### src/rtl/screen_line_fetcher.sv
//==============================================================================
// Module   : screen_line_fetcher
// Purpose  : Prefetches one row of the screen RAM into a double-buffered line
//            buffer during horizontal blanking, so the renderer can read pixel
//            bytes from the front bank without arbitrating for the RAM port.
// Ports    : i_clk, i_reset       - clock, asynchronous active-high reset
//            i_line_start/i_line_row - start fetching a row into the back bank
//            i_swap               - exchange front/back banks (IDLE only)
//            o_mem_req/o_mem_addr/i_mem_grant/i_mem_data - shared RAM port
//            i_pix_x/o_pix_data   - front-bank read, 1-cycle latency
//            o_busy/o_done/o_overrun - status; overrun is sticky
//            o_fetch_cycles       - cycles taken by the last fetch
//                                   (LINE_FETCH_STATS_EN only)
// Options  : LINE_FETCH_STATS_EN  - adds the fetch_cycles counter and port
// Revision : 1.0 - initial release
//==============================================================================
`default_nettype none

module screen_line_fetcher #(
  parameter int                    ADDR_WIDTH  = 11,
  parameter logic [ADDR_WIDTH-1:0] SCREEN_BASE = 11'h200,
  parameter int                    COLS_LOG2   = 5,
  parameter int                    ROWS_LOG2   = 5
) (
  input  logic                  i_clk,
  input  logic                  i_reset,
  input  logic                  i_line_start,
  input  logic [ROWS_LOG2-1:0]  i_line_row,
  input  logic                  i_swap,
  output logic                  o_mem_req,
  output logic [ADDR_WIDTH-1:0] o_mem_addr,
  input  logic                  i_mem_grant,
  input  logic [7:0]            i_mem_data,
  input  logic [COLS_LOG2-1:0]  i_pix_x,
  output logic [7:0]            o_pix_data,
  output logic                  o_busy,
  output logic                  o_done,
`ifdef LINE_FETCH_STATS_EN
  output logic [7:0]            o_fetch_cycles,
`endif
  output logic                  o_overrun
);

  localparam int                   c_NCOLS    = 1 << COLS_LOG2;
  localparam logic [COLS_LOG2-1:0] c_LAST_COL = '1;

  typedef enum logic [1:0] {
    S_IDLE  = 2'd0,
    S_FETCH = 2'd1,
    S_DRAIN = 2'd2
  } state_t;

  state_t                  r_state;
  logic [ROWS_LOG2-1:0]    r_row;
  logic [COLS_LOG2-1:0]    r_col;
  logic [COLS_LOG2-1:0]    r_cap_col;
  logic                    r_cap_valid;
  logic                    r_bank_sel;   // front bank index
  logic                    r_mem_req;
  logic [ADDR_WIDTH-1:0]   r_mem_addr;
  logic [7:0]              r_pix_data;
  logic                    r_busy;
  logic                    r_done;
  logic                    r_overrun;

  // Both banks in one array, indexed {bank, column}.
  logic [7:0]              r_line [0:2*c_NCOLS-1];

  logic [ROWS_LOG2-1:0]    w_row;
  logic [COLS_LOG2-1:0]    w_col;
  logic [ADDR_WIDTH-1:0]   w_addr;
  logic                    w_start;

  // Address of the next request: first column of the new row when starting,
  // otherwise the column after the one just granted.
  assign w_row   = (r_state == S_IDLE) ? i_line_row : r_row;
  assign w_col   = (r_state == S_IDLE) ? '0 : r_col + 1'b1;
  assign w_addr  = SCREEN_BASE + ADDR_WIDTH'({w_row, w_col});
  assign w_start = (r_state == S_IDLE) && i_line_start;

  always_ff @(posedge i_clk or posedge i_reset) begin
    if (i_reset) begin
      r_state     <= S_IDLE;
      r_row       <= '0;
      r_col       <= '0;
      r_cap_col   <= '0;
      r_cap_valid <= 1'b0;
      r_bank_sel  <= 1'b0;
      r_mem_req   <= 1'b0;
      r_mem_addr  <= '0;
      r_pix_data  <= '0;
      r_busy      <= 1'b0;
      r_done      <= 1'b0;
      r_overrun   <= 1'b0;
    end else begin
      r_done      <= 1'b0;
      r_cap_valid <= 1'b0;
      r_pix_data  <= r_line[{r_bank_sel, i_pix_x}];

      case (r_state)
        S_IDLE: begin
          // The swap lands on the same edge the fetch starts, so capture
          // writes (which use ~r_bank_sel) target the new back bank.
          if (i_swap) begin
            r_bank_sel <= ~r_bank_sel;
          end
          if (w_start) begin
            r_row      <= i_line_row;
            r_col      <= '0;
            r_mem_addr <= w_addr;
            r_mem_req  <= 1'b1;
            r_busy     <= 1'b1;
            r_state    <= S_FETCH;
          end
        end

        S_FETCH: begin
          if (i_swap || i_line_start) begin
            r_overrun <= 1'b1;
          end
          if (i_mem_grant) begin
            r_cap_valid <= 1'b1;
            r_cap_col   <= r_col;
            if (r_col == c_LAST_COL) begin
              r_mem_req <= 1'b0;
              r_state   <= S_DRAIN;
            end else begin
              r_col      <= w_col;
              r_mem_addr <= w_addr;
            end
          end
        end

        S_DRAIN: begin
          if (i_swap || i_line_start) begin
            r_overrun <= 1'b1;
          end
          r_busy  <= 1'b0;
          r_done  <= 1'b1;
          r_state <= S_IDLE;
        end

        default: begin
          r_state   <= S_IDLE;
          r_mem_req <= 1'b0;
          r_busy    <= 1'b0;
        end
      endcase
    end
  end

  // Line buffer has no reset; read data arrives the cycle after its grant.
  always_ff @(posedge i_clk) begin
    if (r_cap_valid) begin
      r_line[{~r_bank_sel, r_cap_col}] <= i_mem_data;
    end
  end

`ifdef LINE_FETCH_STATS_EN
  logic [7:0] r_cnt;
  logic [7:0] r_fetch_cycles;
  logic [7:0] w_cnt_inc;

  assign w_cnt_inc = (r_cnt == 8'hFF) ? r_cnt : r_cnt + 8'd1;

  always_ff @(posedge i_clk or posedge i_reset) begin
    if (i_reset) begin
      r_cnt          <= '0;
      r_fetch_cycles <= '0;
    end else begin
      if (w_start) begin
        r_cnt <= '0;
      end else if (r_state == S_FETCH) begin
        r_cnt <= w_cnt_inc;
      end else if (r_state == S_DRAIN) begin
        r_fetch_cycles <= w_cnt_inc;
      end
    end
  end

  assign o_fetch_cycles = r_fetch_cycles;
`endif

  assign o_mem_req  = r_mem_req;
  assign o_mem_addr = r_mem_addr;
  assign o_pix_data = r_pix_data;
  assign o_busy     = r_busy;
  assign o_done     = r_done;
  assign o_overrun  = r_overrun;

endmodule

`default_nettype wire
### config.mk
export PLATFORM = sky130hd
export DESIGN_NAME = screen_line_fetcher
export DESIGN_NICKNAME = d
export VERILOG_FILES = /design/src/rtl/screen_line_fetcher.sv
export SDC_FILE = /design/constraint.sdc
export NUM_CORES = 1
export LEC_CHECK = 0
export CAP_MARGIN = 20
export CORE_MARGIN = 10
export CORE_UTILIZATION = 35
export DETAILED_ROUTE_END_ITERATION = 8
export PLACE_DENSITY = 0.54
export SYNTH_ARGS = -nofsm -noshare
export SYNTH_HDL_FRONTEND = slang
export SYNTH_SLANG_ARGS = --single-unit
### constraint.sdc
create_clock -name i_clk -period 5.7 [get_ports i_clk]
set_clock_uncertainty 0.15 [all_clocks]
set_input_delay 1.71 -clock i_clk [delete_from_list [all_inputs] [get_ports i_clk]]
set_output_delay 1.71 -clock i_clk [all_outputs]
set_load 0.005 [all_outputs]
* Yosys cells after proc, flatten, opt, wreduce, memory -nomap -nowiden
Memories as Yosys holds them, arrays and structs flattened. A register that Yosys moved wholly into a read port is not among the register bits.
Index checks and enable logic that the tools add are counted.
** Operators by class
- Add/sub/neg operators :: 2
- Multipliers :: 0
- Divide/modulo/power cells :: 0
- Magnitude comparators :: 0
- Equal/unequal tests :: 7
- Shift operators :: 0
- Mux-type cells :: 24
- Bitwise operators :: 3
- Reduce and logical (&&, ||, !) cells :: 13
** Operator list (count)
- $mux W11 :: 3
- $mux W5 :: 5
- $pmux W11 S2 :: 1
- $add A10 B10 Y11 const A :: 1
- $pmux W5 S2 :: 1
- $reduce_and A2 Y1 :: 5
- $mux W1 :: 8
- $ne A2 B2 Y1 const B :: 4
- $reduce_and A4 Y1 :: 2
- $mux W2 :: 3
- $add A5 B1 Y5 const B :: 1
- $eq A5 B5 Y1 const B :: 1
- $pmux W2 S2 :: 1
- $not A1 Y1 :: 3
- $pmux W1 S3 :: 1
- $reduce_and A3 Y1 :: 1
- $eq A2 B1 Y1 const B :: 1
- $eq A2 B2 Y1 const B :: 1
- $logic_not A2 Y1 :: 1
- $pmux W1 S2 :: 1
- $reduce_bool A2 Y1 :: 1
- $reduce_or A2 Y1 :: 1
- $logic_and A1 B1 Y1 :: 1
- $logic_or A1 B1 Y1 :: 1
** Storage, ports and cells
- Bits in registers :: 34
- Latch bits :: 0
- Bits in writable memories :: 512
- ROM bits :: 0
- Output and inout port bits :: 23
- Memories :: 1
** Memory list
- r_line :: words 64, width 8, rd ports 1, clocked after memory_dff 1, write ports 1, line 67 : logic [7:0] r_line [0:2*c_NCOLS-1];

* Logic depth before layout (Yosys ltp)
Gate-level depths: netlist (run 1).
- Depth after elaboration :: 6
- Gate-level depth with buffers :: 8
- Gate-level depth less buffers :: 7

* Least setup slack after synthesis (run 1)
OpenSTA, ideal clock, no wires.
- Path kind :: input to register
- Start :: input port i_pix_x[0]
- End :: register r_pix_data[0], in the netlist o_pix_data[0], read port of r_line
- Setup time :: 121 ps
- Data arrival time :: 3325 ps
- Data required time :: 5429 ps
- Setup slack :: 2104 ps
- Stages on the path :: 7
- Buffers on the path :: 3
- Path through :: buf_2 -> buf_2 -> buf_4 -> mux4_2 -> mux2i_1 -> a22oi_1 -> a22o_1
** RTL lines
- from (decl) :: line 34 : input logic [COLS_LOG2-1:0] i_pix_x,
- to (decl) :: line 61 : logic [7:0] r_pix_data;

==> metrics, run 1 <==
cell internal pwr=around 7.3 mW; crit path setup slack, layout=between 1.5 and 2 ns; worst slack at placement=approximately 1.4 ns; routability congestion estimate from global placement=between 0.7 and 0.8; power density over cell area=~380 mW/mm²; share of layout cells above drive strength 1=22.2%; floorplan row count=90; CTS clock-pin slew for the worst setup and hold paths=0.06 ns; global routing usage summed across all routing layers=14.0%; R2R Path Start=r_cap_col[2]$_DFFE_PP0P_; number of vias per cell after detailed routing=approximately 5.3; Netlist cell types=41; net switching fraction of the power=a little under a quarter; Max Freq=roughly 270 MHz; wire length per cell=25.8 µm; sum of negative setup slack=0 ns; antenna diode count=0; final critical path time including I/O delays and setup=~3.8 ns; net count reported at finish=roughly 1100; number of antenna violations at the first check in global routing=2; worst hold path cell count=1; DRC errors left=0; setup slack on the worst flop-to-flop path=2.74 ns; Hold WC Path Type=flip-flop to flip-flop; switching power of the nets=roughly 2.3 mW; biggest area consumer among synthesized cells=sky130_fd_sc_hd__edfxtp_1; most used flip-flop cell after synthesis=sky130_fd_sc_hd__edfxtp_1; vias after detailed routing=about 10000; worst r2r dst=r_line[23][1]$_DFFE_PP_; wire length of the first global-routing pass=about 74000 µm; CP Capture Type=flip-flop; Avg Cell Area, Syn=just over 20 µm²; total of cells resized after clock tree synthesis=0; launch point of the worst hold path=o_overrun$_DFFE_PP0P_; chip width=approximately 270 µm; later-pin clock latency in the skew report=0.62 ns; number of max-capacitance violations reported=0; largest net degree at the start of global routing=65; # clock sinks=about 550; vias in the first global route=roughly 11000; number of enable-type register cells in the synthesized netlist=between 500 and 600; Seq cells post-synth=~550; crit path DAT=roughly 4.2 ns; Worst Tran Pin Value=slightly below 1 ns; Fill cells=about 5200; CTS Buf Count=58; clock root buffer=sky130_fd_sc_hd__clkbuf_16; hpwl dp=30400 µm; synthesized area=0.0216 mm²; sequential area share after synthesis=roughly three quarters; wirelength, routed=between 50000 and 60000 µm; area share of the largest cell type after synthesis=a little over 70%; final antenna-violating net count=0; critical path start-end classification=primary input to flip-flop; Layout Utilization=between 40% and 50%; top cells by area, synth=sky130_fd_sc_hd__edfxtp_1 (71%), sky130_fd_sc_hd__mux4_2 (13%), sky130_fd_sc_hd__dfrtp_1 (4.9%), sky130_fd_sc_hd__mux2i_1 (2.3%), sky130_fd_sc_hd__nor2_1 (1.2%); number of top-level pins=46; worst reg-to-reg path cell count=2; Port-buffer cells=45; Max H-tree Level=2; run status=complete, no violations; CORE AREA=between 0.06 and 0.07 mm²; Synth-to-Final Area Change=15.1%; Leak=~8.0 nW; Die Span Y=around 270 µm; overall overflow remaining after global route=0; share of synthesized registers carrying an async set or reset=7.58%; number of hold violations in the final report=0; element type at the critical path start=primary input; Hold Buf Count CTS=0; number of failing setup endpoints in the final timing report=0; initial DRC count=807; endpoint of the worst hold-timing path=o_overrun$_DFFE_PP0P_; Max transition margin=about 34%; IR drop worst, VDD=245 µV; initial cell density of the core=35.5%; die area=approximately 0.07 mm²; critical path required time=roughly 6.1 ns; post-layout total power=between 9 and 10 mW; CTS tree=built; clock share of power=about two fifths; syn nets=1075; YS warnings=0; gate count of the mapped netlist=~1000; number of buffers inserted by post-CTS setup repair=0; unrepaired setup endpoints after global routing=false; proportion of power drawn by flip-flops and latches=between 40 and 50%; Comb pwr share=~11%; period utilisation layout=approximately two thirds; maximum fanout count along the critical path=15; drt pass-1 iters=6; Final Max Tran Viols=0; buffer levels on the longest clock path=3
-- metrics by stage --
step	cells	hold WS [ns]	instance area [µm²]
2_1_floorplan	1046	0.309	21600
3_3_place_gp	1838	0.304	22900
3_5_place_dp	1839	0.312	22900
4_1_cts	1947	0.326	24800
5_1_grt	1948	0.341	24800
6_report	1948	0.323	24800
-- metal layers --
layer	track usage, %	vias to the layer above	wire, µm
met5	0	-	11
met4	3.98	2	1020
met3	2.96	69	2820
met2	21.6	270	23300
met1	19.7	5467	23000
li1	-	4461	-
-- power by group through the flow --
stage	combinational [mW]	sequential, mW	clock [mW]
CTS	1.04	4.73	3.84
finish	1.03	4.74	3.76
floorplan	0.608	4.75	0
detailed placement	1.04	4.82	0
global placement	1.03	4.81	0
global route	1.13	4.75	4.01
-- worst max-delay path: stages --
cell and delay (ns):
sky130_fd_sc_hd__clkdlybuf4s50_1 0.75, sky130_fd_sc_hd__nand3b_1 0.69, sky130_fd_sc_hd__o22ai_1 0.23, sky130_fd_sc_hd__a211oi_1 0.54
sky130_fd_sc_hd__a22o_1 0.23
-- worst max path at each step --
stage | start | endpoint | cells after the start
6_report | i_pix_x[3] | o_pix_data[4]$_DFF_PP0_ | 5
5_1_grt | i_pix_x[3] | o_pix_data[0]$_DFF_PP0_ | 5
4_1_cts | i_pix_x[0] | o_pix_data[5]$_DFF_PP0_ | 6
3_5_place_dp | i_pix_x[3] | o_pix_data[7]$_DFF_PP0_ | 5
3_3_place_gp | i_pix_x[0] | o_pix_data[2]$_DFF_PP0_ | 6
2_1_floorplan | i_pix_x[0] | o_pix_data[0]$_DFF_PP0_ | 7
-- final cells by class --
class	count	area (µm²)	area share, %
clock buffers	86	1680	6.77
clock inverters	22	229	0.923
inverters	8	30.0	0.121
multi-input cells	429	4840	19.5
flip-flops and latches	554	16400	66.2
well taps	782	978	3.94
repair buffers	67	633	2.55
-- registers in the layout (all words and copies together), names as in the netlist --
name / count
o_busy: 1
o_done: 1
o_mem_addr: 11
o_mem_req: 1
o_overrun: 1
o_pix_data: 8
r_bank_sel: 1
r_cap_col: 5
r_cap_valid: 1
r_col: 5
r_line: 512
r_row: 5
r_state: 2
-- cell families after synthesis --
group / share of synthesized area, %
XOR/XNOR: 0.0813
AND/OR/NAND/NOR: 3.15
buffers and inverters: 1.34
AO/OA/AOI/OAI: 2.97
adder cells (fa/ha/maj): 0.348
flip-flops: 76.2
multiplexers: 15.9
-- synth_stat cells (3+ instances only) --
master	instances
sky130_fd_sc_hd__nor2b_1	8
sky130_fd_sc_hd__dfrtp_1	42
sky130_fd_sc_hd__a21o_1	4
sky130_fd_sc_hd__inv_1	8
sky130_fd_sc_hd__and2_1	8
sky130_fd_sc_hd__buf_2	15
sky130_fd_sc_hd__mux2i_1	50
sky130_fd_sc_hd__nand3b_1	4
sky130_fd_sc_hd__a22oi_1	11
sky130_fd_sc_hd__and3b_1	3
sky130_fd_sc_hd__and3_1	3
sky130_fd_sc_hd__nand3_1	9
sky130_fd_sc_hd__buf_4	5
sky130_fd_sc_hd__a211oi_1	8
sky130_fd_sc_hd__a211o_1	8
sky130_fd_sc_hd__clkbuf_1	27
sky130_fd_sc_hd__a21oi_1	11
sky130_fd_sc_hd__buf_1	6
sky130_fd_sc_hd__o221ai_1	14
sky130_fd_sc_hd__edfxtp_1	512
sky130_fd_sc_hd__nor3_1	5
sky130_fd_sc_hd__ha_1	6
sky130_fd_sc_hd__mux4_2	121
sky130_fd_sc_hd__o21ai_0	8
sky130_fd_sc_hd__mux2_2	18
sky130_fd_sc_hd__o22ai_1	8
sky130_fd_sc_hd__nor3b_1	3
sky130_fd_sc_hd__a22o_1	11
sky130_fd_sc_hd__nand2b_1	5
sky130_fd_sc_hd__nand2_1	22
sky130_fd_sc_hd__nor2_1	71
-- cell usage in the layout, fill, tap and decap left out, types with 7 or more instances in the layout --
cell type,instances
sky130_fd_sc_hd__edfxtp_1,512
sky130_fd_sc_hd__mux4_2,121
sky130_fd_sc_hd__nor2_1,71
sky130_fd_sc_hd__clkbuf_16,60
sky130_fd_sc_hd__mux2i_1,50
sky130_fd_sc_hd__dfrtp_1,42
sky130_fd_sc_hd__clkdlybuf4s50_1,33
sky130_fd_sc_hd__nand2_1,22
sky130_fd_sc_hd__mux2_2,18
sky130_fd_sc_hd__clkbuf_1,18
sky130_fd_sc_hd__buf_4,17
sky130_fd_sc_hd__o221ai_1,14
sky130_fd_sc_hd__a22o_1,11
sky130_fd_sc_hd__a21oi_1,11
sky130_fd_sc_hd__a22oi_1,11
sky130_fd_sc_hd__buf_2,10
sky130_fd_sc_hd__nand3_1,9
sky130_fd_sc_hd__clkbuf_8,9
sky130_fd_sc_hd__nor2b_1,8
sky130_fd_sc_hd__a211o_1,8
sky130_fd_sc_hd__o21ai_0,8
sky130_fd_sc_hd__a211oi_1,8
sky130_fd_sc_hd__o22ai_1,8
sky130_fd_sc_hd__and2_1,8
sky130_fd_sc_hd__inv_1,7
sky130_fd_sc_hd__clkinv_1,7
Power figures use the tool's default switching activity.
==> run 2, diff against run 1 <==
==> constraint.sdc (replaced) <==
create_clock -name i_clk -period 3.7 [get_ports i_clk]
set_clock_uncertainty 0.15 [all_clocks]
set_input_delay 1.11 -clock i_clk [delete_from_list [all_inputs] [get_ports i_clk]]
set_output_delay 1.11 -clock i_clk [all_outputs]
set_load 0.005 [all_outputs]
==> run 2 against run 1 <==
Effect of this change: worst setup slack worse by 1.2 ns; clock-buffer cell count down 12; final cell count grew 2.4%; worst hold slack better by 0.0082 ns; sequential cell count stayed put; register-to-register slack worse by 1.8 ns; first-iteration DRC count grew 8.8%; global-route usage up 0.12 points; die area unchanged; core utilization is 0.54 points higher; sequential share of layout area decreased by 0.87 points; critical path depth is 4 lower; critical path type is now flip-flop to primary output; critical endpoint is now o_pix_data[5]; highest routed layer unchanged.
==> metrics, run 2 (synthesis gave the netlist of run 1 again) <==
worst reg-to-reg path cell count=4 (was 2); clock root buffer=sky130_fd_sc_hd__clkbuf_16 (unchanged); element type at the critical path start=flip-flop (was primary input); highest-count cells in the layout ignoring fill and taps=sky130_fd_sc_hd__edfxtp_1 (512), sky130_fd_sc_hd__mux4_2 (121), sky130_fd_sc_hd__nor2_1 (71) (unchanged); drt pass-1 iters=5 (was 6); die area=0.0719 mm² (unchanged); number of vias per cell after detailed routing=5.26 (was 5.27); vias after detailed routing=10487 (was 10269); floorplan row count=90 (unchanged); Buf+Inv Stages, Crit Path=1 (unchanged); critical path required time=2.44 ns (was 6.10 ns); Fill cells=5275 (was 5243); CTS tree=built (unchanged); crit path DAT=1.67 ns (was 4.16 ns); CTS clock-pin slew for the worst setup and hold paths=0.06 ns (about the same); most common cell after layout, fill and taps aside=sky130_fd_sc_hd__edfxtp_1 (unchanged); critical path start-end classification=flip-flop to primary output (was primary input to flip-flop); Max transition margin=38.2% (was 33.7%); number of buffers inserted by post-CTS setup repair=0 (unchanged); final antenna-violating net count=0 (unchanged); wire length of the first global-routing pass=74800 µm (was 74000 µm); Critical-path top delay cell=sky130_fd_sc_hd__clkdlybuf4s50_1 (unchanged); share of layout cells above drive strength 1=25.1% (was 22.2%); CP Capture Type=primary output (was flip-flop); Synth-to-Final Area Change=16.7% (was 15.1%); initial DRC count=878 (was 807); worst hold path cell count=1 (unchanged); number of max-capacitance violations reported=0 (unchanged); Hold Buf Count CTS=0 (unchanged); buffer levels on the longest clock path=3 (unchanged); CORE AREA=0.0607 mm² (unchanged); delay of the slowest cell on the worst path=0.56 ns (was 0.75 ns); initial cell density of the core=35.5% (unchanged); number of antenna violations at the first check in global routing=2 (unchanged); Leak=8.23 nW (was 8.01 nW); unrepaired setup endpoints after global routing=false (unchanged); Max Freq=roughly 340 MHz; IR drop worst, VDD=405 µV (was 245 µV); Port-buffer cells=45 (unchanged); endpoint of the worst hold-timing path=o_overrun$_DFFE_PP0P_ (unchanged); later-pin clock latency in the skew report=0.62 ns (about the same); worst r2r dst=r_line[3][1]$_DFFE_PP_ (was r_line[23][1]$_DFFE_PP_); sum of negative setup slack=0 ns (unchanged); Final Max Tran Viols=0 (unchanged); CTS Buf Count=57 (was 58); wirelength, routed=50100 µm (was 50200 µm); register with the most flip-flops=r_line (unchanged); flip-flop count of the largest register, all copies and words added=512 (unchanged); final critical path time including I/O delays and setup=approximately 2.9 ns; global routing usage summed across all routing layers=14.1% (was 14.0%); overall overflow remaining after global route=0 (unchanged); Sequential Area=0.0164 mm² (unchanged); number of top-level pins=46 (unchanged); area of the multi-input gates=0.00484 mm² (unchanged); Hold WC Path Type=flip-flop to flip-flop (unchanged); wire length per cell=25.1 µm (was 25.8 µm); number of failing setup endpoints in the final timing report=0 (unchanged); net count reported at finish=1192 (was 1147); # clock sinks=554 (unchanged); launch point of the worst hold path=o_overrun$_DFFE_PP0P_ (unchanged); Max H-tree Level=2 (unchanged); number of hold violations in the final report=0 (unchanged); worst hold slack=0.331 ns (was 0.323 ns); Worst Tran Pin Value=0.924 ns (was 0.990 ns); routability congestion estimate from global placement=0.791 (was 0.766); Die Span Y=268 µm (unchanged); critical path, cell by cell=clkdlybuf4s50_1 (was clkdlybuf4s50_1, nand3b_1, o22ai_1, a211oi_1, a22o_1); run status=complete, no violations (unchanged); R2R Path Start=r_bank_sel$_DFFE_PP0P_ (was r_cap_col[2]$_DFFE_PP0P_); maximum fanout count along the critical path=1 (was 15); hpwl dp=32200 µm (was 30400 µm); vias in the first global route=10873 (was 10512); power density over cell area=576 mW/mm² (was 384 mW/mm²); antenna diode count=0 (unchanged); chip width=268 µm (unchanged); total of cells resized after clock tree synthesis=0 (unchanged); period utilisation layout=79.1%; setup slack on the worst flop-to-flop path=0.91 ns (was 2.74 ns); largest net degree at the start of global routing=65 (unchanged); CP top delay family=buffers and inverters (was compound AO/OA/AOI/OAI gates); DRC errors left=0 (unchanged)
==> run 2: metrics by stage <==
stage	total power [mW]	cells	util [%]	area (µm²)	setup slack [ns]
after floorplan	8.26	1046	-	21600	0.704
after global placement	9.05	1886	38.5	23300	0.274
after detailed placement	9.08	1886	38.5	23300	0.252
after CTS	14.6	1994	41.4	25100	0.728
after global routing	15.0	1994	41.4	25100	0.726
final	14.5	1994	41.4	25100	0.775
==> run 2: area by class of cell <==
type                       count  area share, %
timing repair buffer         113           4.24
clock buffer                  74           6.01
multi-input combinational    429           19.2
tap                          782           3.89
inverter                       8          0.119
clock inverter                34           1.17
sequential                   554           65.3
==> run 2: metal layers <==
layer	share of wire [%]	vias up	track usage (%)
li1	-	4548	-
met1	45	5609	19.6
met2	47	256	22.2
met3	5.6	70	3.26
met4	1.7	4	3.42
met5	0.046	-	0
==> run 2: how the worst max path moves through the flow <==
stage	depth (start not counted)	end	slack [ns]	startpoint
floorplan	7	o_pix_data[0]$_DFF_PP0_	0.70	i_pix_x[0]
global placement	5	o_pix_data[6]$_DFF_PP0_	0.27	i_pix_x[3]
detailed placement	5	o_pix_data[6]$_DFF_PP0_	0.25	i_pix_x[3]
CTS	1	o_pix_data[5]	0.73	o_pix_data[5]$_DFF_PP0_
global route	1	o_pix_data[5]	0.73	o_pix_data[5]$_DFF_PP0_
finish	1	o_pix_data[5]	0.77	o_pix_data[5]$_DFF_PP0_
==> run 2: where the power goes <==
| group | switching [mW] | internal [mW] | total [mW] |
|---|---|---|---|
| Combinational | 0.897 | 0.719 | 1.62 |
| Sequential | 0.209 | 7.09 | 7.30 |
| Clock | 2.39 | 3.16 | 5.56 |
==> run 3, diff against run 2 <==
--- a/config.mk
+++ b/config.mk
@@ -9,7 +9,7 @@
 export CORE_MARGIN = 10
 export CORE_UTILIZATION = 35
 export DETAILED_ROUTE_END_ITERATION = 8
-export PLACE_DENSITY = 0.54
+export PLACE_DENSITY = 0.56
 export SYNTH_ARGS = -nofsm -noshare
 export SYNTH_HDL_FRONTEND = slang
 export SYNTH_SLANG_ARGS = --single-unit
==> constraint.sdc (replaced) <==
create_clock -name i_clk -period 2.4 [get_ports i_clk]
set_clock_uncertainty 0.15 [all_clocks]
set_input_delay 0.72 -clock i_clk [delete_from_list [all_inputs] [get_ports i_clk]]
set_output_delay 0.72 -clock i_clk [all_outputs]
set_load 0.005 [all_outputs]
==> run 3 against run 2 <==
Effect of this change: register-to-register slack lost 0.79 ns; sequential share of layout area shrank 2.8 points; routed wire length increased by 1.9%; total power rose by 57%; non-clock buffer count increased by 99; critical path type is now primary input to flip-flop; highest routed layer unchanged.
==> metrics, run 3 (synthesis gave the netlist of run 1 again) <==
number of buffers inserted by post-CTS setup repair=0 (unchanged); wirelength, routed=51100 µm (was 50100 µm); number of top-level pins=46 (unchanged); hpwl dp=32100 µm (was 32200 µm); worst slack at placement=-0.611 ns (was 0.252 ns); run status=complete, no violations (unchanged); Leak=8.96 nW (was 8.23 nW); most common cell after layout, fill and taps aside=sky130_fd_sc_hd__edfxtp_1 (unchanged); routability congestion estimate from global placement=0.776 (was 0.791); CORE AREA=0.0607 mm² (unchanged); DRC errors left=0 (unchanged); unrepaired setup endpoints after global routing=false (unchanged); power density over cell area=868 mW/mm² (was 576 mW/mm²); area of the multi-input gates=0.00488 mm² (was 0.00484 mm²); Non-Filler Cell Area, Final=0.0263 mm² (was 0.0251 mm²); wire length of the first global-routing pass=75300 µm (was 74800 µm); Sequential Area=0.0164 mm² (about the same); Worst Tran Pin Value=0.645 ns (was 0.924 ns); number of antenna violations at the first check in global routing=1 (was 2); CP Capture Type=flip-flop (was primary output); proportion of power drawn by flip-flops and latches=49.3% (was 50.4%); post-layout instance count excluding filler cells=2091 (was 1994); Die Span Y=268 µm (unchanged); chip width=268 µm (unchanged); Max transition margin=56.9% (was 38.2%); initial cell density of the core=35.5% (unchanged); Layout Utilization=43.3% (was 41.4%); number of hold violations in the final report=0 (unchanged); share of layout cells above drive strength 1=31.1% (was 25.1%); placed cell area=0.0244 mm² (was 0.0233 mm²); register with the most flip-flops=r_line (unchanged); CTS clock-pin slew for the worst setup and hold paths=0.06 ns (about the same); buffer levels on the longest clock path=3 (unchanged); clock share of power=38.5% (was 38.4%); setup slack on the worst flop-to-flop path=0.12 ns (was 0.91 ns); drt pass-1 iters=5 (unchanged); IR drop worst, VDD=584 µV (was 405 µV); Port-buffer cells=45 (unchanged); worst reg-to-reg path cell count=7 (was 4); number of max-capacitance violations reported=0 (unchanged); initial DRC count=920 (was 878); sum of negative setup slack=0 ns (unchanged); number of failing setup endpoints in the final timing report=0 (unchanged); Final Max Tran Viols=0 (unchanged); vias after detailed routing=10799 (was 10487); floorplan row count=90 (unchanged); global routing usage summed across all routing layers=14.2% (was 14.1%); Comb pwr share=12.2% (was 11.2%); largest net degree at the start of global routing=65 (unchanged); number of vias per cell after detailed routing=5.16 (was 5.26); CTS tree=built (unchanged); worst r2r dst=r_col[4]$_DFFE_PP0P_ (was r_line[3][1]$_DFFE_PP_); clock root buffer=sky130_fd_sc_hd__clkbuf_16 (unchanged); flip-flop count of the largest register, all copies and words added=512 (unchanged); crit path setup slack, layout=0.0524 ns (was 0.775 ns); maximum fanout count along the critical path=15 (was 1); highest-count cells in the layout ignoring fill and taps=sky130_fd_sc_hd__edfxtp_1 (512), sky130_fd_sc_hd__buf_4 (133), sky130_fd_sc_hd__mux4_2 (121) (was sky130_fd_sc_hd__edfxtp_1 (512), sky130_fd_sc_hd__mux4_2 (121), sky130_fd_sc_hd__nor2_1 (71)); CTS Buf Count=57 (unchanged); R2R Path Start=r_col[1]$_DFFE_PP0P_ (was r_bank_sel$_DFFE_PP0P_); # placed instances=1985 (was 1886); antenna diode count=0 (unchanged); later-pin clock latency in the skew report=0.64 ns (was 0.62 ns); Hold Buf Count CTS=0 (unchanged); element type at the critical path start=primary input (was flip-flop); final antenna-violating net count=0 (unchanged); post-layout total power=22.8 mW (was 14.5 mW); Hold WC Path Type=primary input to asynchronous set/reset pin (was flip-flop to flip-flop); # clock sinks=554 (unchanged); worst hold slack=0.298 ns (was 0.331 ns); total of cells resized after clock tree synthesis=17 (was 0); Synth-to-Final Area Change=21.8% (was 16.7%); final critical path time including I/O delays and setup=2.35 ns; crit path DAT=2.69 ns (was 1.67 ns); net count reported at finish=1291 (was 1192); period utilisation layout=97.8%; critical path start-end classification=primary input to flip-flop (was flip-flop to primary output); switching power of the nets=5.56 mW (was 3.50 mW); vias in the first global route=11135 (was 10873); Max Freq=about 430 MHz; net switching fraction of the power=24.4% (was 24.2%); wire length per cell=24.4 µm (was 25.1 µm); critical path required time=2.74 ns (was 2.44 ns); Fill cells=5254 (was 5275); die area=0.0719 mm² (unchanged); Max H-tree Level=2 (unchanged); overall overflow remaining after global route=0 (unchanged); cell internal pwr=17.2 mW (was 11.0 mW)
run 3: area by class of cell:
cell class | instances | area share (%)
well taps | 782 | 3.73
clock buffers | 69 | 5.60
clock inverters | 37 | 1.49
multi-input cells | 429 | 18.6
inverters | 8 | 0.114
flip-flops and latches | 554 | 62.6
repair buffers | 212 | 7.91
run 3: how the worst max path moves through the flow:
stage          depth (start not counted)  slack [ns]                        from                 endpoint
5_1_grt                                1       0.002       o_mem_req$_DFFE_PP0P_                o_mem_req
2_1_floorplan                          7       0.007                  i_pix_x[0]  o_pix_data[6]$_DFF_PP0_
3_3_place_gp                           7       -0.65                  i_pix_x[3]  o_pix_data[0]$_DFF_PP0_
6_report                               5        0.05                  i_pix_x[3]  o_pix_data[2]$_DFF_PP0_
3_5_place_dp                           7       -0.61                  i_pix_x[3]  o_pix_data[0]$_DFF_PP0_
4_1_cts                                1       0.003  o_mem_addr[10]$_DFFE_PP0P_           o_mem_addr[10]
run 3: critical path, cell delays in order:
cell,delay (ns)
sky130_fd_sc_hd__clkdlybuf4s50_1,0.57
sky130_fd_sc_hd__or3b_2,0.68
sky130_fd_sc_hd__o221ai_1,0.29
sky130_fd_sc_hd__a21oi_1,0.18
sky130_fd_sc_hd__a22o_1,0.24
run 3: metal layers:
layer	wire [µm]	share of wire, %	GRT usage (%)
met5	13	0.025	0
met4	1340	2.6	4.38
met3	3800	7.4	3.71
met2	24100	47	22.2
met1	21800	43	19.3
run 3: power groups by stage:
stage,Combinational (mW),Clock (mW),Sequential [mW]
3_5_place_dp,2.89,0,11.4
2_1_floorplan,1.47,0,11.3
5_1_grt,3.03,9.39,11.3
3_3_place_gp,2.85,0,11.4
6_report,2.78,8.78,11.2
4_1_cts,2.82,8.98,11.2
